## src/rtl/tl_ul_pkg.sv

```systemverilog
// TileLink-UL channel beat layouts, field widths and opcode constants.
// Shared by the port buffer, its FIFO and anything talking to it.
package tl_ul_pkg;

    localparam int TL_OPW      = 3;
    localparam int TL_A_PARAMW = 3;
    localparam int TL_D_PARAMW = 2;
    localparam int TL_SZW      = 3;
    localparam int TL_SRCW     = 7;
    localparam int TL_AW       = 25;
    localparam int TL_DW       = 32;
    localparam int TL_MASKW    = TL_DW / 8;

    localparam logic [TL_OPW-1:0] OP_A_PUT_FULL    = 3'd0;
    localparam logic [TL_OPW-1:0] OP_A_PUT_PARTIAL = 3'd1;
    localparam logic [TL_OPW-1:0] OP_A_ARITHMETIC  = 3'd2;
    localparam logic [TL_OPW-1:0] OP_A_LOGICAL     = 3'd3;
    localparam logic [TL_OPW-1:0] OP_A_GET         = 3'd4;
    localparam logic [TL_OPW-1:0] OP_A_INTENT      = 3'd5;

    localparam logic [TL_OPW-1:0] OP_D_ACCESS_ACK      = 3'd0;
    localparam logic [TL_OPW-1:0] OP_D_ACCESS_ACK_DATA = 3'd1;
    localparam logic [TL_OPW-1:0] OP_D_HINT_ACK        = 3'd2;

    typedef struct packed {
        logic [TL_OPW-1:0]      opcode;
        logic [TL_A_PARAMW-1:0] param;
        logic [TL_SZW-1:0]      size;
        logic [TL_SRCW-1:0]     source;
        logic [TL_AW-1:0]       address;
        logic [TL_MASKW-1:0]    mask;
        logic [TL_DW-1:0]       data;
        logic                   corrupt;
    } tl_a_t;

    typedef struct packed {
        logic [TL_OPW-1:0]      opcode;
        logic [TL_D_PARAMW-1:0] param;
        logic [TL_SZW-1:0]      size;
        logic [TL_SRCW-1:0]     source;
        logic [TL_DW-1:0]       data;
        logic                   denied;
        logic                   corrupt;
    } tl_d_t;

    localparam int TL_A_W = $bits(tl_a_t);
    localparam int TL_D_W = $bits(tl_d_t);

    // A-channel opcodes that carry a data payload.
    function automatic logic a_has_data(input logic [TL_OPW-1:0] op);
        return (op == OP_A_PUT_FULL) || (op == OP_A_PUT_PARTIAL) ||
               (op == OP_A_ARITHMETIC) || (op == OP_A_LOGICAL);
    endfunction

endpackage

```

## src/rtl/tl_ul_fifo.sv

```systemverilog
// Count/pointer FIFO, 1-cycle in-to-out latency, no bypass; in_rdy is low when full
// (even if the head pops that cycle) and until the first edge after reset.
module tl_ul_fifo #(
    parameter int WIDTH = 8,
    parameter int DEPTH = 2
) (
    input  logic             clock,
    input  logic             reset,
    input  logic             in_vld,
    output logic             in_rdy,
    input  logic [WIDTH-1:0] in_dat,
    output logic             out_vld,
    input  logic             out_rdy,
    output logic [WIDTH-1:0] out_dat
);

    localparam int PW = (DEPTH > 1) ? $clog2(DEPTH) : 1;
    localparam int CW = $clog2(DEPTH + 1);
    localparam logic [CW-1:0] FULL_C = CW'(DEPTH);

    logic [PW-1:0]    wr_ptr_q, wr_ptr_d;
    logic [PW-1:0]    rd_ptr_q, rd_ptr_d;
    logic [CW-1:0]    count_q, count_d;
    logic             live_q;
    logic [WIDTH-1:0] mem_q [DEPTH];
    logic             push, pop;

    // live_q holds ready low through reset and releases it on the first edge after.
    assign in_rdy  = live_q & (count_q != FULL_C);
    assign out_vld = (count_q != '0);
    assign out_dat = mem_q[rd_ptr_q];

    assign push = in_vld & in_rdy;
    assign pop  = out_vld & out_rdy;

    always_comb begin
        wr_ptr_d = wr_ptr_q;
        rd_ptr_d = rd_ptr_q;
        count_d  = count_q;
        if (push) begin
            wr_ptr_d = wr_ptr_q + 1'b1;
        end
        if (pop) begin
            rd_ptr_d = rd_ptr_q + 1'b1;
        end
        unique case ({push, pop})
            2'b10:   count_d = count_q + 1'b1;
            2'b01:   count_d = count_q - 1'b1;
            default: count_d = count_q;
        endcase
    end

    always_ff @(posedge clock or posedge reset) begin
        if (reset) begin
            wr_ptr_q <= '0;
            rd_ptr_q <= '0;
            count_q  <= '0;
            live_q   <= 1'b0;
        end else begin
            wr_ptr_q <= wr_ptr_d;
            rd_ptr_q <= rd_ptr_d;
            count_q  <= count_d;
            live_q   <= 1'b1;
        end
    end

    always_ff @(posedge clock) begin
        if (push) begin
            mem_q[wr_ptr_q] <= in_dat;
        end
    end

endmodule

```

## src/rtl/tl_ul_port_buffer.sv

```systemverilog
// TL-UL A/D port buffer: one FIFO per channel, 1-cycle latency, plus an outstanding-request limiter.
// A accepts only while the A FIFO has room and inflight < MAX_INFLIGHT; D accepts while its FIFO has room.
module tl_ul_port_buffer
    import tl_ul_pkg::*;
#(
    parameter int A_DEPTH      = 2,
    parameter int D_DEPTH      = 2,
    parameter int MAX_INFLIGHT = 4
) (
    input  logic        clock,
    input  logic        reset,
    input  logic        a_in_valid,
    output logic        a_in_ready,
    input  tl_a_t       a_in_bits,
    output logic        a_out_valid,
    input  logic        a_out_ready,
    output tl_a_t       a_out_bits,
    input  logic        d_in_valid,
    output logic        d_in_ready,
    input  tl_d_t       d_in_bits,
    output logic        d_out_valid,
    input  logic        d_out_ready,
    output tl_d_t       d_out_bits,
    output logic [3:0]  inflight,
    output logic        err_unexpected_d
);

    localparam logic [3:0] MAX_IF = 4'(MAX_INFLIGHT);

    logic [3:0] inflight_q, inflight_d;
    logic       err_q, err_d;
    logic       inflight_ok;
    logic       a_fifo_in_rdy, d_fifo_in_rdy;
    logic       a_in_fire, d_in_fire, d_out_fire;

    assign inflight_ok = (inflight_q < MAX_IF);
    assign a_in_ready  = a_fifo_in_rdy & inflight_ok;
    assign d_in_ready  = d_fifo_in_rdy;

    assign a_in_fire  = a_in_valid & a_in_ready;
    assign d_in_fire  = d_in_valid & d_in_ready;
    assign d_out_fire = d_out_valid & d_out_ready;

    tl_ul_fifo #(
        .WIDTH (TL_A_W),
        .DEPTH (A_DEPTH)
    ) u_a_fifo (
        .clock   (clock),
        .reset   (reset),
        .in_vld  (a_in_valid & inflight_ok),
        .in_rdy  (a_fifo_in_rdy),
        .in_dat  (a_in_bits),
        .out_vld (a_out_valid),
        .out_rdy (a_out_ready),
        .out_dat (a_out_bits)
    );

    tl_ul_fifo #(
        .WIDTH (TL_D_W),
        .DEPTH (D_DEPTH)
    ) u_d_fifo (
        .clock   (clock),
        .reset   (reset),
        .in_vld  (d_in_valid),
        .in_rdy  (d_fifo_in_rdy),
        .in_dat  (d_in_bits),
        .out_vld (d_out_valid),
        .out_rdy (d_out_ready),
        .out_dat (d_out_bits)
    );

    // Responses delivered with nothing outstanding saturate at zero rather than wrap.
    always_comb begin
        inflight_d = inflight_q;
        err_d      = err_q | (d_in_fire & (inflight_q == 4'd0));
        unique case ({a_in_fire, d_out_fire})
            2'b10:   inflight_d = inflight_q + 4'd1;
            2'b01:   inflight_d = (inflight_q != 4'd0) ? inflight_q - 4'd1 : 4'd0;
            default: inflight_d = inflight_q;
        endcase
    end

    always_ff @(posedge clock or posedge reset) begin
        if (reset) begin
            inflight_q <= 4'd0;
            err_q      <= 1'b0;
        end else begin
            inflight_q <= inflight_d;
            err_q      <= err_d;
        end
    end

    assign inflight         = inflight_q;
    assign err_unexpected_d = err_q;

    a_inflight_bound: assert property (@(posedge clock) disable iff (reset) inflight_q <= MAX_IF);

endmodule

```

## config.mk

```make
export PLATFORM = sky130hd
export DESIGN_NAME = tl_ul_port_buffer
export DESIGN_NICKNAME = d
export VERILOG_FILES = /design/src/rtl/tl_ul_pkg.sv /design/src/rtl/tl_ul_fifo.sv /design/src/rtl/tl_ul_port_buffer.sv
export SDC_FILE = /design/constraint.sdc
export NUM_CORES = 1
export LEC_CHECK = 0
export BUFFER_PORTS_ARGS = -buffer_cell sky130_fd_sc_hd__buf_4
export CAP_MARGIN = 5
export CORE_MARGIN = 5
export CORE_UTILIZATION = 40
export CTS_BUF_LIST = sky130_fd_sc_hd__clkbuf_4 sky130_fd_sc_hd__clkbuf_8
export DETAILED_ROUTE_END_ITERATION = 12
export PLACE_DENSITY = 0.65
export SYNTH_ARGS = -nofsm -noshare
export SYNTH_HDL_FRONTEND = slang
export SYNTH_SLANG_ARGS = --single-unit
export TNS_END_PERCENT = 100
```

## constraint.sdc

```tcl
create_clock -name clock -period 6.45 [get_ports clock]
set_input_delay 0 -clock clock [delete_from_list [all_inputs] [get_ports clock]]
set_output_delay 0 -clock clock [all_outputs]
set_load 0.01 [all_outputs]
```

======== Word-level counts from Yosys, hierarchy flattened ========
Memories as Yosys holds them, arrays and structs flattened.
Cells that the tools add are included.
operators by class
  $add $sub $neg .......................... 10
  reduce and logical (&&, ||, !) cells .... 7
  mux-type cells .......................... 8
  bitwise operators ....................... 11
  eq/ne operators ......................... 8
  magnitude comparators ................... 1
operators with widths
  operator               number
  $and A1 B1 Y1          10
  $reduce_bool A2 Y1     5
  $pmux W2 S2            2
  $pmux W4 S2            1
  $eq A2 B1 Y1 const B   3
  $eq A2 B2 Y1 const B   3
  $add A1 B1 Y1 const B  4
  $add A2 B1 Y2 const B  2
  $add A4 B1 Y4 const B  1
  $logic_not A4 Y1       1
  $lt A4 B3 Y1 const B   1
  $mux W1                4
  $mux W4                1
  $ne A2 B2 Y1 const B   2
  $reduce_bool A4 Y1     1
  $sub A2 B1 Y2 const B  2
  $sub A4 B1 Y4 const B  1
  $or A1 B1 Y1           1
word-level totals
  register bits after elaboration ......... 14
  input bits .............................. 133
  memories kept ........................... 2
  output and inout port bits .............. 136
  logic and storage cells ................. 56
  RAM bits ................................ 254
memory list
  memory          words  width  read ports  clocked after memory_dff  write ports  RTL line          source
  u_a_fifo.mem_q  2      78     1           0                         1            tl_ul_fifo.sv:25  logic [WIDTH-1:0] mem_q [DEPTH];
  u_d_fifo.mem_q  2      49     1           0                         1            tl_ul_fifo.sv:25

======== Logic depth before layout (Yosys ltp) ========
Gate-level depths: netlist (run 1).
  depth in word-level cells ............... 6
  depth in mapped cells ................... 7

======== Modules after synthesis ========
A second synthesis (run 1) with hierarchy kept.
second synthesis, totals
  cell total of the unflattened synthesis .. 477
  area total of the unflattened synthesis .. 10078.4 µm²
modules (own cells, without submodules)
  module                 area an instance (µm²)  times used  cells an instance
  tl_ul_fifo (u_a_fifo)  5899.4                  1           264
  tl_ul_fifo (u_d_fifo)  3814.9                  1           174
  tl_ul_port_buffer      364.1                   1           39

======== Least setup slack after synthesis (run 1) ========
Ideal clock, no wire load.
  path type ............................... register to register
  start point ............................. register inflight_q[2], in the netlist inflight[2]
  end point ............................... memory u_a_fifo.mem_q[0][0] in the netlist's numbering, enable pin
  library setup time ...................... 0.515 ns
  arrival time ............................ 4.176 ns
  path buffers ............................ 0
  clock period less this slack ............ 4.691 ns
  path slack .............................. 1.759 ns
  stages on the path, launching flop included .. 4
  cells stage by stage .................... dfrtp_1 nor2_1 nand4_1 nor2_1
on the way
  word-level cells in the longest chain between the ends .. 5
ends and longest elaborated chain
  element                        RTL line                 source
  start: declaration             tl_ul_port_buffer.sv:30  logic [3:0] inflight_q, inflight_d;
  start signal: assignment       tl_ul_port_buffer.sv:88  inflight_q <= inflight_d;
  $lt A4 B3 Y1                   tl_ul_port_buffer.sv:36  assign inflight_ok = (inflight_q < MAX_IF);
  $and A1 B1 Y1                  tl_ul_port_buffer.sv:50  .in_vld (a_in_valid & inflight_ok),
  $and A1 B1 Y1                  tl_ul_fifo.sv:33         assign push = in_vld & in_rdy;
  $mux W1                        tl_ul_fifo.sv:68         if (push) begin
  $mux W1 (implied by the code)  tl_ul_fifo.sv:69         mem_q[wr_ptr_q] <= in_dat;
  end: declaration               tl_ul_fifo.sv:25
Every way passes these cells.

======== Worst setup path in the final report (run 1) ========
  start point ............................. register inflight_q[2], in the netlist inflight[2]
  end point ............................... memory u_a_fifo.mem_q[0][16] in the netlist's numbering, enable pin
The elaborated chain is that of the path after synthesis.

==> impl_metrics.tcl, run 1 <==
set metrics [dict create \
    outcome "completed" \
    vdd_drop_max_v 0.0002425 \
    drive_above_1_share_pct 50.32 \
    die_area_sq_mm 0.02802 \
    grt_pass1_vias 6560 \
    fillers 1801 \
    finalPower_mw 5.415 \
    p_leak_nw 5.484 \
    drv_cap 0 \
    clock_latency_ns 0.52 \
    hold_viol_final 0 \
    cellPowerDensity_mw_per_mm2 372.9 \
    cp.required_ns 6.58 \
    ys_warn_count 0 \
    cts_tree "built" \
    multi_input_area_sq_mm 0.001853 \
    synth-edff-count 254 \
    seqCellArea_sq_mm 0.007983 \
    min_period_ns 2.475 \
    io_buffers 268 \
    row_count 57 \
    globalRouteOverflowTotal 0 \
    synthCells 473 \
    core_sq_mm 0.02439 \
    cts_sinks 268 \
    track_usage_pct 15.85 \
    fmax_mhz 404.1 \
    synth_fp_nets 610 \
    cts_setup_buffers 0 \
    setup_viol 0 \
    p_int_mw 3.863 \
    synthArstFlopShare_pct 5.224 \
    drt_first_pass_iters 4 \
    dp_hpwl_mm 14.37 \
    dieWidth_um 167.4 \
    cts_buffers 44 \
    ys_seq_area_share_pct 80.51 \
    area_delta_synth_final_pct 46.55 \
    post_cts_resized 0 \
    seqPwrFrac_pct 44.3 \
    final_nets 1043 \
    wl_per_cell_um 18.24 \
    skew_ns 0.01426 \
    clkPwrFrac_pct 27.1 \
    synth_ff_type "edfxtp_1" \
    combPwrFrac_pct 28.6 \
    path_class "reg2reg" \
    die_h_um 167.4 \
    setup_ws_ns 3.975 \
    yosysTopAreaCellShare_pct 76.97 \
    num_vias 5848 \
    routed_wl_mm 23.13 \
    min_path_type "in2async" \
    dpl.cell_count 1050 \
    sw_frac_of_total_pct 28.66 \
    clockBufferDepth 3 \
    hold_slack_ns 0.1058 \
    synth.distinct_cells 35 \
    viasPerCell 4.612 \
    h-tree-depth 2 \
    netlist_area_sq_mm 0.009910 \
    stdcell_area_sq_mm 0.01452 \
    post-route-util_pct 59.54 \
    root_buffer "clkbuf_8" \
    switchingPower_mw 1.552 \
    rsz0062_at_grt "no" \
    synth_area_leaders "edfxtp_1, mux2_2, dfrtp_1" \
    grt_max_degree 80 \
    antenna_found_initial 3 \
    worstMarginPinSlew_ns 1.148 \
    io_pins 269 \
    dpl_worst_slack_ns 3.997 \
    synth_top_area_cell "edfxtp_1" \
    timing.slew.headroom_pct 23.46 \
    finalMaxSlewViolations 0 \
    syn_area_per_cell_sq_um 20.95 \
    end_kind "register" \
    ant_nets 0 \
    ys_ff_latch 268 \
    initial_core_util_pct 40.63 \
    drt_iter0_markers 276 \
    path_clk_slew_ns 0.06 \
    cp_max_fo 78 \
    drc 0 \
    layout_commonest_cell "buf_4" \
    place_area_sq_mm 0.01229 \
    start_kind "register" \
    cp.arrival_ns 2.61 \
    setup_tns_ns 0 \
    grt_pass1_wl_mm 35.37 \
    period_share_pct 38.37 \
    final_cells 1268 \
    final_cell_mix "buf_4, edfxtp_1, dlygate4sd3_1" \
    gp_congestion 0.7433 \
]
cells by family after synthesis:
group,Yosys count,share of synthesized area (%)
other,1,0.03784
muxes,128,14.53
DFF,268,80.51
and+or+nand+nor,25,1.477
xor gates and xnor gates,9,0.7954
AOI/OAI and AO/OA,16,1.136
adders and majority gates,4,0.5051
buffers and inverters,22,1.010
Yosys cell counts (4+ instances only):
| cell type | instances |
|---|---|
| inv_1 | 4 |
| xor2_1 | 4 |
| dfrtp_1 | 14 |
| ha_1 | 4 |
| nor2_1 | 4 |
| xnor2_1 | 5 |
| buf_2 | 14 |
| edfxtp_1 | 254 |
| mux2_2 | 127 |
cell type report:
| cell class | instances | area share [%] |
|---|---|---|
| Sequential cell | 268 | 54.97 |
| Tap cell | 324 | 2.791 |
| Timing Repair Buffer | 405 | 23.24 |
| Clock buffer | 51 | 4.618 |
| Clock inverter | 31 | 1.482 |
| Inverter | 4 | 0.1034 |
| Multi-Input combinational cell | 183 | 12.76 |
| Antenna cell | 2 | 0.03446 |
final timing paths:
| kind | from | to | slack (ns) | depth (start not counted) |
|---|---|---|---|---|
| setup / recovery | inflight[2] | u_a_fifo.mem_q[0][16] | 3.98 | 4 |
| hold / removal | reset | inflight[2] | 0.11 | 3 |
| setup reg to reg | inflight[2] | u_a_fifo.mem_q[0][16] | 3.98 | 4 |
| hold reg to reg | err_unexpected_d | err_unexpected_d | 0.49 | 1 |
| max in group asynchronous | reset | u_a_fifo.rd_ptr_q | 5.93 | 3 |
| min in group clock | a_in_bits[61] | u_a_fifo.mem_q[1][61] | 0.20 | 2 |
power by group through the flow:
stage                     logic (mW)  clock network [mW]  registers (mW)
after global routing            1.66                1.61            2.43
final                           1.55                1.47            2.40
after detailed placement        1.48                   0            2.44
after CTS                       1.56                1.51            2.40
after global placement          1.46                   0            2.42
after floorplan                0.917                   0            2.27
critical path, cell delays in order, from the launching register on:
cell	delay [ns]
dfrtp_1	0.44
nor2_1	0.33
nand4_1	0.30
nor2_4	0.14
buf_4	0.79
state kept, by name, indices dropped and copies added, names as in the netlist:
name and flops:
err_unexpected_d 1, u_a_fifo.wr_ptr_q 1, u_d_fifo.rd_ptr_q 1, u_a_fifo.rd_ptr_q 1, u_d_fifo.live_q 1, u_d_fifo.count_q 2
u_a_fifo.count_q 2, u_d_fifo.wr_ptr_q 1, u_d_fifo.mem_q 98, u_a_fifo.mem_q 156, inflight 4
layer usage:
layer  vias to the layer above  part of all wire (%)  track usage, %
met5                         -                  0.11               0
met4                         4                   1.6           4.234
met3                        34                   9.5           6.483
met2                       257                    48           26.47
met1                      2821                    41           19.20
li1                       2732                     -               -
timing repair:
item                                    4_1_cts  5_1_grt
endpoints found under the setup margin        0        0
hold buffers                                134        0
endpoints found under the hold margin       276        0
Note: power is estimated with default switching activity, not from simulation.
==> run 2, diff against run 1 <==
Settings changed: PLACE_DENSITY 0.65 to 0.67.
Clock period 6.45 ns to 2.2 ns, I/O delays scaled along.
==> impl_metrics.tcl, run 2 (synthesis gave the netlist of run 1 again) <==
set metrics [dict create \
    cts_tree "built" \
    worstMarginPinSlew_ns 0.5874 \
    viasPerCell 4.694 \
    cts_buffers 43 \
    crit_end "u_d_fifo.count_q[1]" \
    initial_core_util_pct 40.63 \
    finalMaxSlewViolations 0 \
    io_buffers 268 \
    path_clk_slew_ns 0.07 \
    area_delta_synth_final_pct 47.80 \
    cp.arrival_ns 2.52 \
    drc 0 \
    post-route-util_pct 60.05 \
    cp_slowest_cell "dlygate4sd3_1" \
    num_vias 5957 \
    grt_pass1_vias 6638 \
    end_kind "register" \
    die_h_um 167.4 \
    crit_chain "nand2b_1 > a21oi_1 > dlygate4sd3_1 > a31o_2 > dlygate4sd3_1" \
    hold_slack_ns 0.1214 \
    cpPeakStageDelay_ns 0.56 \
    globalRouteOverflowTotal 0 \
    dpl_worst_slack_ns 0.3013 \
    skew_ns 0.01142 \
    vdd_drop_max_v 0.0007077 \
    h-tree-depth 2 \
    timing.critical_path.mode_cell "dlygate4sd3_1" \
    hold_viol_final 0 \
    cts_setup_buffers 0 \
    fmax_mhz 471.6 \
    outcome "completed" \
    p_leak_nw 5.530 \
    drt_first_pass_iters 4 \
    path_class "reg2reg" \
    crit_cells 5 \
    cp_top_family "buffers and inverters" \
    period_share_pct 96.38 \
    layout_commonest_cell "buf_4" \
    io_pins 269 \
    r2r_slack_ns 0.08 \
    timing.rr.start "u_d_fifo.count_q[0]" \
    grt_pass1_wl_mm 35.93 \
    row_count 57 \
    path_buf_inv 2 \
    start_kind "register" \
    place_area_sq_mm 0.01255 \
    antenna_found_initial 0 \
    grt_max_degree 51 \
    rsz0062_at_grt "no" \
    finalPower_mw 15.65 \
    setup.worst_path.start "u_d_fifo.count_q[0]" \
    clockBufferDepth 3 \
    rr_worst_depth 5 \
    dieWidth_um 167.4 \
    cp_max_fo 6 \
    timing.slew.headroom_pct 60.80 \
    root_buffer "clkbuf_8" \
    min_path_type "in2async" \
    drive_above_1_share_pct 51.32 \
    min_period_ns 2.120 \
    cellPowerDensity_mw_per_mm2 1069 \
    wl_per_cell_um 18.41 \
    largest_register_ffs 156 \
    setup_viol 0 \
    routed_wl_mm 23.36 \
    cts_sinks 268 \
    drt_iter0_markers 352 \
    drv_cap 0 \
    stdcell_area_sq_mm 0.01465 \
    fillers 1724 \
    diodes 0 \
    ant_nets 0 \
    final_cell_mix "buf_4, edfxtp_1, dlygate4sd3_1" \
    gp_congestion 0.7717 \
    core_sq_mm 0.02439 \
    top_register "u_a_fifo.mem_q" \
    final_nets 1055 \
    r2r_end "u_d_fifo.count_q[1]" \
    track_usage_pct 16.03 \
    dp_hpwl_mm 15.00 \
    clock_latency_ns 0.52 \
    cp.required_ns 2.60 \
    setup_ws_ns 0.07971 \
    die_area_sq_mm 0.02802 \
]
==> run 2: power by group <==
part	internal, mW	switching, mW
logic	2.82	2.33
clock network	2.02	1.77
registers	6.32	0.382
total	11.2	4.48
==> run 2: worst reg2reg max path: cells and delay by family (launching register included) <==
family / cells / cell delay [ns]
buffers and inverters: 2 / 1.12
DFF: 1 / 0.42
AOI/OAI and AO/OA: 2 / 0.29
and+or+nand+nor: 1 / 0.17
==> run 2: what timing repair did <==
action | 4_1_cts | 5_1_grt
hold buffers | 134 | 0
hold endpoints to repair | 284 | 0
gates resized for setup | 0 | 0
==> run 2: how the worst min path moves through the flow <==
stage                     startpoint                end  cells after the start
after detailed placement       reset        inflight[1]                      2
after CTS                      reset  u_a_fifo.rd_ptr_q                      3
after global placement         reset        inflight[0]                      2
after floorplan                reset   err_unexpected_d                      1
final                          reset        inflight[3]                      3
after global routing           reset        inflight[1]                      3
==> run 2: layout make-up <==
type	instances	area [sq um]	share of cell area [%]
Multi-Input combinational cell	183	1861	12.70
Clock buffer	56	689.4	4.707
Clock inverter	16	67.56	0.4613
Inverter	4	15.01	0.1025
Sequential cell	268	7985	54.52
Timing Repair Buffer	418	3623	24.74
Tap cell	324	405.4	2.768
==> run 2: stage by stage <==
stage                     setup TNS, ns  cells
after floorplan                  -18.85    473
after global placement                0   1063
after detailed placement              0   1063
after CTS                             0   1269
after global routing                  0   1269
final                                 0   1269
==> run 2: metal layers <==
layer  track usage [%]  vias to the layer above  share of wire, %
li1                  -                     2758                 -
met2             26.33                      291                47
met3             6.247                       44                10
met1             19.88                     2864                40
met5                 0                        -                 0
met4             4.552                        0               2.1
